**config.mk**
```make
export PLATFORM = sky130hd
export DESIGN_NAME = addsub_inverse_serial
export DESIGN_NICKNAME = d
export VERILOG_FILES = /design/src/rtl/addsub_inverse_serial.sv
export SDC_FILE = /design/constraint.sdc
export NUM_CORES = 1
export LEC_CHECK = 0
export BUFFER_PORTS_ARGS = -buffer_cell sky130_fd_sc_hd__buf_2
export CAP_MARGIN = 20
export CORE_MARGIN = 1
export CORE_UTILIZATION = 55
export CTS_CLUSTER_DIAMETER = 30
export DETAILED_ROUTE_END_ITERATION = 10
export PLACE_DENSITY_LB_ADDON = 0.15
export SLEW_MARGIN = 20
export SYNTH_ARGS = -nofsm -noshare
export SYNTH_HDL_FRONTEND = slang
export SYNTH_SLANG_ARGS = --single-unit
```
**constraint.sdc**
```tcl
create_clock -name clk -period 2.6 [get_ports clk]
set_input_delay 0.78 -clock clk [delete_from_list [all_inputs] [get_ports clk]]
set_output_delay 0.78 -clock clk [all_outputs]
set_load 0.05 [all_outputs]
```
**src/rtl/addsub_inverse_serial.sv**
```systemverilog
// addsub_inverse_serial: bit-serial inverse of a WIDTH-bit add/sub datapath.
// Given a result s, operand b and the sign mode, recovers operand a (mod 2^W)
// one bit per clock through a single full-adder slice and a carry/borrow flop,
// and flags results that no W-bit operand a could have produced.
// Optional feature macro: ADDSUB_INV_B2B_EN (back-to-back accept from DONE).
module addsub_inverse_serial #(
  parameter int WIDTH = 4
) (
  input  logic             clk,
  input  logic             rst_n,
  input  logic             in_valid,
  output logic             in_ready,
  input  logic             sign_in,
  input  logic [WIDTH:0]   s_in,
  input  logic [WIDTH-1:0] b_in,
  output logic             out_valid,
  input  logic             out_ready,
  output logic [WIDTH-1:0] a_out,
  output logic             err_out
);

  localparam int CW = $clog2(WIDTH + 1);

  typedef enum logic [1:0] {
    IDLE = 2'd0,
    RUN  = 2'd1,
    DONE = 2'd2
  } state_t;

  state_t           state;
  state_t           state_next;
  logic [WIDTH:0]   s_sh;
  logic [WIDTH-1:0] b_sh;
  logic [WIDTH-1:0] a_sh;
  logic             sign_r;
  logic             cy;
  logic [CW-1:0]    cnt;
  logic             accept;
  logic             last_step;
  logic             s_bit;
  logic             b_bit;
  logic             a_bit;
  logic             cy_next;
  logic             err_final;

  // Next-state and handshake decode; ready/valid come straight from the state.
  always_comb begin
    state_next = state;
    in_ready   = 1'b0;
    out_valid  = 1'b0;
    case (state)
      IDLE: begin
        in_ready = 1'b1;
        if (in_valid) state_next = RUN;
      end
      RUN: begin
        if (last_step) state_next = DONE;
      end
      DONE: begin
        out_valid = 1'b1;
`ifdef ADDSUB_INV_B2B_EN
        in_ready = out_ready;
        if (out_ready) state_next = in_valid ? RUN : IDLE;
`else
        if (out_ready) state_next = IDLE;
`endif
      end
      default: state_next = IDLE;
    endcase
  end

  assign accept    = in_valid & in_ready;
  assign last_step = (state == RUN) && (cnt == CW'(WIDTH));

  // One full-adder slice: subtract-with-borrow for sign=0, add-with-carry for sign=1.
  always_comb begin
    s_bit     = s_sh[0];
    b_bit     = b_sh[0];
    a_bit     = s_bit ^ b_bit ^ cy;
    cy_next   = 1'b0;
    err_final = 1'b0;
    if (sign_r) begin
      cy_next   = (s_bit & b_bit) | (s_bit & cy) | (b_bit & cy);
      err_final = (cy == s_bit);
    end else begin
      cy_next   = (~s_bit & b_bit) | (~(s_bit ^ b_bit) & cy);
      err_final = cy_next | a_bit;
    end
  end

  // State register.
  always_ff @(posedge clk) begin
    if (!rst_n) state <= IDLE;
    else        state <= state_next;
  end

  // Datapath: load on accept, shift one bit per RUN step, publish on the last step.
  always_ff @(posedge clk) begin
    if (!rst_n) begin
      s_sh    <= '0;
      b_sh    <= '0;
      a_sh    <= '0;
      sign_r  <= 1'b0;
      cy      <= 1'b0;
      cnt     <= '0;
      a_out   <= '0;
      err_out <= 1'b0;
    end else if (accept) begin
      s_sh   <= s_in;
      b_sh   <= b_in;
      sign_r <= sign_in;
      cy     <= 1'b0;
      cnt    <= '0;
    end else if (state == RUN) begin
      s_sh <= {1'b0, s_sh[WIDTH:1]};
      b_sh <= {1'b0, b_sh[WIDTH-1:1]};
      cnt  <= cnt + CW'(1);
      cy   <= cy_next;
      if (last_step) begin
        a_out   <= a_sh;
        err_out <= err_final;
      end else begin
        a_sh <= {a_bit, a_sh[WIDTH-1:1]};
      end
    end
  end

endmodule

```
==> results of run 1 <==
## per-layer routing
| layer | part of all wire, % | global-route usage, % | up-vias |
|---|---|---|---|
| li1 | - | - | 492 |
| met1 | 45 | 24.6 | 439 |
| met2 | 50 | 34.3 | 31 |
| met3 | 4.6 | 2.26 | 2 |
| met4 | 0.73 | 5.00 | 0 |
| met5 | 0 | 0 | - |
## worst min path at each step
stage / slack, ns / endpoint / start
floorplan: 0.44 / a_out[0] / a_sh[0]
global placement: 0.44 / a_out[2] / a_out[2]
detailed placement: 0.45 / a_out[0] / a_out[0]
CTS: 0.46 / a_out[0] / a_out[0]
global route: 0.49 / err_out / err_out
finish: 0.46 / a_out[0] / a_out[0]
## Yosys cell counts (all sizes together)
master / count / share of area [%]
dfxtp: 25 / 43
a21oi: 18 / 8.1
nor2: 14 / 4.5
o21ai: 11 / 4.8
nand3: 9 / 3.9
nand2: 8 / 2.6
inv: 6 / 1.9
buf: 4 / 3.0
o2bb2ai: 4 / 3.0
a22oi: 3 / 1.9
ha: 3 / 3.2
o22ai: 3 / 1.6
and2: 2 / 1.1
and2b: 2 / 1.3
fa: 2 / 3.5
mux2i: 2 / 1.7
nand2b: 2 / 1.1
a221o: 1 / 0.87
a221oi: 1 / 0.76
a31oi: 1 / 0.54
clkbuf: 1 / 0.32
clkinv: 1 / 0.32
nand3b: 1 / 0.65
nand4b: 1 / 2.1
nor3b: 1 / 1.6
o21ba: 1 / 0.87
o21bai: 1 / 0.65
or2b: 1 / 0.65
## critical path, cell delays in order (launching register included)
cell	delay [ns]
dfxtp_1	0.58
and2b_1	0.20
buf_2	0.26
## area by class of cell
class	count	area, um^2
multi-input cells	92	591
fillers	189	677
repair buffers	21	108
flip-flops and latches	25	500
clock buffers	4	26.3
inverters	7	26.3
well taps	27	33.8
## registers in the layout (all words and copies together), names as in the netlist
name / count
a_out: 4
s_sh: 5
state: 2
a_sh: 4
cnt: 3
cy: 1
sign_r: 1
b_sh: 4
err_out: 1
## kinds of logic after synthesis
logic type / synth area share, %
buffers and inverters: 5.63
flip-flops: 43.3
AO/OA/AOI/OAI: 23.2
AND/OR/NAND/NOR: 19.5
multiplexers: 1.73
adder cells (fa/ha/maj): 6.71
## power by group
part	switching [mW]	leakage (nW)	total, mW	internal [mW]
clock	0.107	0.0150	0.167	0.0599
sequential	0.0141	0.204	0.417	0.403
combinational	0.0606	0.285	0.103	0.0422
## through the flow
stage | hold WS (ns) | setup slack, ns | cell area, um^2 | utilization [%] | cells
final | 0.463 | 0.463 | 1280 | 65.5 | 176
after CTS | 0.463 | 0.457 | 1280 | 65.5 | 176
after floorplan | 0.440 | 0.664 | 1160 | - | 129
after global routing | 0.492 | 0.416 | 1280 | 65.5 | 176
after detailed placement | 0.445 | 0.808 | 1260 | 64.2 | 172
after global placement | 0.442 | 0.818 | 1260 | 64.2 | 172
## layout by cell type (no fill, tap or decap), drive strengths merged, types with 3 or more instances in the layout
cell / n
o2bb2ai: 4
o21ai: 11
nand2: 8
ha: 3
nor2: 14
a22oi: 3
buf: 21
a21oi: 18
inv: 6
o22ai: 3
nand3: 9
dfxtp: 25
clkbuf: 4
==> flow_summary.yaml, run 1 <==
sta:
  worst_slew_pin_slew_ns: 0.503
  drv_slew: 0
  fin_crit_ns: 2.14
  clock.fmax_ghz: 0.468
  finalSetupTns_ns: 0
  hold_viol_final: 0
  rsz0062_at_grt: "no"
  clock_skew_ns: 0.00116
  setup_violations: 0
  maxSlewHeadroom_pct: 66.4
  fin_crit_sh_pct: 82.2
synth:
  synthesis.area_um2: 1160
  ys_seq_area_share_pct: 43.3
  ys_warn_count: 0
  postSynthAreaPerCell_um2: 8.96
  synthCells: 129
  ys_ff_latch: 25
  ys_types: 31
  synth_nets: 148
floorplanning:
  fp.coreArea_um2: 1960
  rows: 16
  initial_core_util_pct: 58.9
  ioPinCount: 21
  dieArea_um2: 2290
  fp.dieH_um: 47.8
  die_w_um: 47.8
grt:
  track_usage_pct: 19.3
  antenna_found_initial: 0
  grt_pass1_wl_um: 3130
  grt-ovfl-total: 0
  grt_max_degree: 20
  grt_pass1_vias: 761
route:
  drtIter0Drc: 14
  routed_wl_um: 2180
  drt_pass1_iterations: 4
  wl_per_cell_um: 12.4
  drtAntennaViolNets: 0
  routed_via_density: 5.48
  remaining_drc_errors: 0
  via_count: 964
run_status:
  status: "completed"
worst_setup_path:
  worst_r2r_endpoint: "err_out"
  crit_end: "out_valid"
  startpoint: "state[1]"
  cp-start-kind: "flop"
  reg2reg_slack_ns: 1.01
  r2r_cells: 5
  worstPathArrival_ns: 1.36
  criticalPathCategory: "flop to output port"
  r2r_start: "b_sh[0]"
  end_kind: "output port"
  crit_fanout: 10
  cp.required_ns: 1.82
finish:
  drive_gt1_share_pct: 18.8
  n_antenna_cell: 0
  nets: 169
  syn_to_final_growth_pct: 11.1
worst_hold_path:
  worstHoldPathCells: 2
  hold_path_class: "flop to flop"
cts:
  clk_latency_ns: 0.31
  cts_setup_buffers: 0
  clk_path_buf_depth: 2
  ctsHoldBuffers: 0
  cts_sinks: 25
  post_cts_resized: 0
  cts_tree: "done"
  cts_buffers: 3
  htree_levels: 1
  clockRootBuffer: "clkbuf_4"
  cts.clk_slew.worst_paths_ns: 0.12
power:
  total_power_mw: 0.686
  power_density_nw_per_um2: 534
  vdd_drop_max_mv: 0.354
  p_leak_nw: 0.504
placement:
  io_buffers: 20
  globalplace.congestion: 0.766
  hpwlAfterDp_um: 1640
flow_run:
  maxCapViolCount: 0
No activity file was read; power rests on OpenSTA's default activity.
==> inputs of run 2 (changes only) <==
--- a/config.mk
+++ b/config.mk
@@ -5,10 +5,11 @@
 export SDC_FILE = /design/constraint.sdc
 export NUM_CORES = 1
 export LEC_CHECK = 0
+export ABC_AREA = 1
 export BUFFER_PORTS_ARGS = -buffer_cell sky130_fd_sc_hd__buf_2
 export CAP_MARGIN = 20
 export CORE_MARGIN = 1
-export CORE_UTILIZATION = 55
+export CORE_UTILIZATION = 48
 export CTS_CLUSTER_DIAMETER = 30
 export DETAILED_ROUTE_END_ITERATION = 10
 export PLACE_DENSITY_LB_ADDON = 0.15
==> constraint.sdc (replaced) <==
create_clock -name clk -period 1.9 [get_ports clk]
set_input_delay 0.57 -clock clk [delete_from_list [all_inputs] [get_ports clk]]
set_output_delay 0.57 -clock clk [all_outputs]
set_load 0.05 [all_outputs]
==> flow_summary.yaml, run 2 <==
sta:
  fin_crit_sh_pct: 93.1
  setup_violations: 0
  clock.fmax_ghz: 0.565
  worst_slack_ns: 0.131
  hold_ws_ns: 0.477
  clock_skew_ns: 0.0122
  worst_slew_pin_slew_ns: 0.384
  fin_crit_ns: 1.77
  hold_viol_final: 0
  drv_slew: 0
  maxSlewHeadroom_pct: 74.4
  rsz0062_at_grt: "no"
  finalSetupTns_ns: 0
finish:
  final_util_pct: 58.4
  drive_gt1_share_pct: 20.7
  final_common_cell: "nand2_1"
  nets: 204
  syn_to_final_growth_pct: 13.0
  n_antenna_cell: 0
  final_cell_mix: "nand2_1, nor2_1, dfxtp_1"
  instances_no_fill: 212
  largest_reg_flops: 5
  largest_register: "s_sh"
synth:
  synth_nets: 182
  synth_edf_count: 0
  synthCells: 163
  yosysMostFrequentCell: "nand2_1"
  postSynthAreaPerCell_um2: 7.15
  async_flop_share_pct: 0
  synthesis.area_um2: 1170
  ys_warn_count: 0
  synth_top_area_share_pct: 42.9
  ys_seq_area_share_pct: 42.9
  yosys-top-cells-area: "dfxtp_1, nand2_1, nor2_1"
  ys_ff_latch: 25
  synth_common_cells: "nand2_1, nor2_1, dfxtp_1"
  synth_top_area_cell: "dfxtp_1"
  ys.flop_type: "dfxtp_1"
  ys_types: 20
worst_setup_path:
  r2r_start: "b_sh[0]"
  r2r_cells: 6
  max_stage_delay_ns: 0.42
  criticalPathCategory: "flop to output port"
  cp_slowest_cell: "dfxtp_1"
  worst_r2r_endpoint: "cy"
  cp-start-kind: "flop"
  worstPathCellList: "nor2_4 > clkbuf_4"
  cp.required_ns: 1.33
  reg2reg_slack_ns: 0.45
  worstPathArrival_ns: 1.20
  crit_fanout: 6
  end_kind: "output port"
grt:
  busiest_layer: "met2"
  use_met2_pct: 31.4
  use_met3_pct: 5.36
  grt_pass1_wl_um: 3930
  grt-ovfl-total: 0
  grt_pass1_vias: 912
  track_usage_pct: 19.7
  antenna_found_initial: 0
  grt_max_degree: 16
  met1_usage_pct: 26.6
power:
  switchingPower_mw: 0.269
  comb_power_share_pct: 14.5
  vdd_drop_max_mv: 0.531
  power.internal_mw: 0.685
  p_leak_nw: 0.678
  power_density_nw_per_um2: 724
  power_frac_seq_pct: 60.0
  switching_share_pct: 28.2
  clkPwrFrac_pct: 25.6
floorplanning:
  dieArea_um2: 2630
  ioPinCount: 21
  die_w_um: 51.3
  rows: 17
  fp.coreArea_um2: 2250
  initial_core_util_pct: 51.7
  fp.dieH_um: 51.3
cts:
  cts_tree: "done"
  ctsHoldBuffers: 0
  clockRootBuffer: "clkbuf_4"
  cts.clk_slew.worst_paths_ns: 0.15
  cts_sinks: 25
  cts_buffers: 3
  clk_path_buf_depth: 2
  htree_levels: 1
  clk_latency_ns: 0.32
flow_run:
  maxCapViolCount: 0
placement:
  globalplace.congestion: 0.745
  place_inst: 206
  io_buffers: 20
  dp_slack_ns: 0.403
  hpwlAfterDp_um: 1620
worst_hold_path:
  hold_path_class: "flop to flop"
  hold_path.startpoint: "s_sh[4]"
  worstHoldPathCells: 2
  hold_end: "s_sh[4]"
route:
  drtAntennaViolNets: 0
  routed_wl_um: 2160
  routed_via_density: 4.85
  wl_per_cell_um: 10.2
  drtIter0Drc: 22
  drt_pass1_iterations: 4
  via_count: 1028
  remaining_drc_errors: 0
run_status:
  status: "completed"
==> run 2: cell count changes in the layout (fill, tap and decap cells not counted), sizes merged, moves of 2 or more <==
cell	before	now
nand2	8	43
mux2i	2	0
a21oi	18	8
o22ai	3	0
and2b	2	0
o2bb2ai	4	0
nand2b	2	0
and2	2	0
a22oi	3	0
nand3	9	7
nor2	14	38
inv	6	17
==> run 2: cell type report <==
cell class | instances | area, um^2
timing repair buffer | 22 | 120
inverter | 17 | 63.8
sequential | 25 | 502
multi-input combinational | 116 | 567
clock inverter | 1 | 7.51
fill | 233 | 937
clock buffer | 3 | 22.5
tap | 28 | 35.0
==> run 2: how the worst max path moves through the flow <==
stage                         from         to  slack [ns]  cells past startpoint
after CTS                 state[1]  out_valid        0.01                      3
after detailed placement  state[1]  out_valid        0.40                      3
after global routing      state[1]  out_valid        0.04                      3
final                     state[0]   in_ready        0.13                      2
after floorplan           state[1]  out_valid        0.14                      2
after global placement    state[1]  out_valid        0.42                      3
==> run 2: kinds of logic after synthesis <==
group / Yosys count / synth area share, %
AND/OR/NAND/NOR: 90 / 32.3
XOR/XNOR: 1 / 0.751
AO/OA/AOI/OAI: 20 / 8.91
flip-flops: 25 / 42.9
adder cells (fa/ha/maj): 5 / 6.65
buffers and inverters: 22 / 8.48
==> run 2: stage by stage <==
| stage | total power, mW | cell area, um^2 |
|---|---|---|
| 2_1_floorplan | 0.685 | 1170 |
| 3_3_place_gp | 0.710 | 1270 |
| 3_5_place_dp | 0.715 | 1270 |
| 4_1_cts | 0.959 | 1300 |
| 5_1_grt | 1.02 | 1320 |
| 6_report | 0.953 | 1320 |
==> run 2: critical path, delay by kind of cell (launching register included) <==
kind / cells / cell delay, ns
flip-flops: 1 / 0.42
buffers and inverters: 1 / 0.26
AND/OR/NAND/NOR: 1 / 0.19
==> run 2: power groups by stage <==
stage / clock network [mW] / logic (mW) / registers, mW
5_1_grt: 0.281 / 0.163 / 0.576
3_3_place_gp: 0 / 0.127 / 0.582
6_report: 0.244 / 0.138 / 0.572
2_1_floorplan: 0 / 0.109 / 0.576
3_5_place_dp: 0 / 0.131 / 0.583
4_1_cts: 0.255 / 0.132 / 0.572
==> run 2: timing repair <==
item / 4_1_cts / 5_1_grt
buffers inserted: 0 / 2
setup endpoints to repair: 0 / 2
gates resized for setup: 0 / 3
==> run 2: per-layer routing <==
metal  part of all wire, %  vias to the layer above
met5                     0                        -
met4                  0.65                        0
met3                   3.3                        2
met1                    52                      468
li1                      -                      541
met2                    44                       17
==> inputs of run 3 (changes only) <==
--- a/config.mk
+++ b/config.mk
@@ -6,13 +6,13 @@
 export NUM_CORES = 1
 export LEC_CHECK = 0
 export ABC_AREA = 1
+export ABC_CLOCK_PERIOD_IN_PS = 1900
 export BUFFER_PORTS_ARGS = -buffer_cell sky130_fd_sc_hd__buf_2
-export CAP_MARGIN = 20
 export CORE_MARGIN = 1
 export CORE_UTILIZATION = 48
 export CTS_CLUSTER_DIAMETER = 30
 export DETAILED_ROUTE_END_ITERATION = 10
-export PLACE_DENSITY_LB_ADDON = 0.15
+export PLACE_DENSITY = 0.73
 export SLEW_MARGIN = 20
 export SYNTH_ARGS = -nofsm -noshare
 export SYNTH_HDL_FRONTEND = slang
==> flow_summary.yaml, run 3 (same netlist as run 2, synthesis figures left out) <==
cts:
  cts_setup_buffers: 0
  cts_buffers: 3
  clockRootBuffer: "clkbuf_4"
  cts_tree: "done"
  ctsHoldBuffers: 0
  clk_path_buf_depth: 2
  cts_sinks: 25
  cts.clk_slew.worst_paths_ns: 0.13
  clk_latency_ns: 0.31
  htree_levels: 1
placement:
  globalplace.congestion: 0.775
  placed_cell_area_um2: 1270
  io_buffers: 20
  hpwlAfterDp_um: 1720
finish:
  stdcell_area_um2: 1300
  drive_gt1_share_pct: 19.8
  syn_to_final_growth_pct: 11.3
  nets: 202
  largest_reg_flops: 5
  final_cell_mix: "nand2_1, nor2_1, dfxtp_1"
  largest_register: "s_sh"
  n_antenna_cell: 0
  final_common_cell: "nand2_1"
route:
  drt_pass1_iterations: 4
  remaining_drc_errors: 0
  drtAntennaViolNets: 0
  via_count: 1031
  routed_via_density: 4.91
  drtIter0Drc: 12
  wl_per_cell_um: 10.9
  routed_wl_um: 2290
grt:
  grt_pass1_wl_um: 3910
  grt-ovfl-total: 0
  use_met2_pct: 36.2
  antenna_found_initial: 0
  grt_pass1_vias: 966
  use_met3_pct: 6.55
  grt_max_degree: 15
  track_usage_pct: 20.1
  busiest_layer: "met2"
  met1_usage_pct: 22.0
worst_setup_path:
  criticalPathCategory: "flop to output port"
  end_kind: "output port"
  worstPathArrival_ns: 1.26
  max_stage_delay_ns: 0.42
  r2r_cells: 6
  worstPathCellList: "nor2_4 > buf_2"
  cp-start-kind: "flop"
  cp_slowest_cell: "dfxtp_1"
  crit_fanout: 9
  cp.required_ns: 1.33
sta:
  setup_violations: 0
  hold_viol_final: 0
  drv_slew: 0
  clock_skew_ns: 0.00242
  rsz0062_at_grt: "no"
  finalSetupTns_ns: 0
  maxSlewHeadroom_pct: 73.8
  fin_crit_sh_pct: 96.2
  fin_crit_ns: 1.83
  hold_ws_ns: 0.480
  clock.fmax_ghz: 0.547
  worst_slew_pin_slew_ns: 0.394
power:
  power_frac_seq_pct: 61.2
  power_density_nw_per_um2: 721
  switchingPower_mw: 0.258
  clkPwrFrac_pct: 24.8
  vdd_drop_max_mv: 0.643
  power.internal_mw: 0.677
  comb_power_share_pct: 14.0
  p_leak_nw: 0.671
  switching_share_pct: 27.6
floorplanning:
  initial_core_util_pct: 51.7
  rows: 17
  dieArea_um2: 2630
  ioPinCount: 21
  fp.dieH_um: 51.3
  die_w_um: 51.3
  fp.coreArea_um2: 2250
worst_hold_path:
  worstHoldPathCells: 2
  hold_path_class: "flop to flop"
run_status:
  status: "completed"
flow_run:
  maxCapViolCount: 0
==> run 3: cell types whose count changed in the layout (fill, tap and decap cells not counted) <==
cell | before | now
clkinv_2 | 0 | 1
clkinvlp_4 | 1 | 0
clkbuf_4 | 5 | 4
buf_4 | 2 | 0
buf_2 | 18 | 19
==> run 3: power groups by stage <==
stage,logic [mW],registers (mW),clock network [mW]
after floorplan,0.109,0.576,0
after global placement,0.126,0.582,0
after detailed placement,0.132,0.584,0
after CTS,0.132,0.573,0.243
after global routing,0.150,0.577,0.264
final,0.131,0.573,0.232
==> run 3: metrics by stage <==
stage | std cells | setup WS [ns] | power, mW | utilization (%)
2_1_floorplan | 163 | 0.135 | 0.685 | -
3_3_place_gp | 206 | 0.421 | 0.709 | 56.2
3_5_place_dp | 206 | 0.403 | 0.716 | 56.2
4_1_cts | 210 | 0.0350 | 0.948 | 57.4
5_1_grt | 210 | 0.000714 | 0.990 | 57.5
6_report | 210 | 0.0727 | 0.935 | 57.5
==> run 3: layout make-up <==
type	instances	area [um^2]
multi-input cells	116	567
clock inverters	1	5.00
inverters	17	63.8
repair buffers	20	103
well taps	28	35.0
fillers	223	957
clock buffers	3	22.5
flip-flops and latches	25	502
==> run 3: metal layers <==
layer | vias up | part of all wire [%]
li1 | 540 | -
met1 | 460 | 45
met2 | 27 | 49
met3 | 4 | 3.9
met4 | 0 | 1.7
met5 | - | 0
==> run 3: repair_timing <==
item | 4_1_cts | 5_1_grt
setup endpoints to repair | 0 | 1
gates resized for setup | 0 | 2
endpoints found under the hold margin | 0 | 0
==> run 3: worst paths after layout <==
path                               start       end  slack, ns
worst max register to register        cy        cy       0.46
worst min-delay path             s_sh[4]   s_sh[4]       0.48
worst min register to register   s_sh[4]   s_sh[4]       0.48
worst max-delay path            state[0]  in_ready       0.07
==> run 3: worst max-delay path, delay by kind of cell, from the launching register on <==
family        cells  cell delay, ns
buf+inv           1            0.30
flops             1            0.42
simple gates      1            0.22
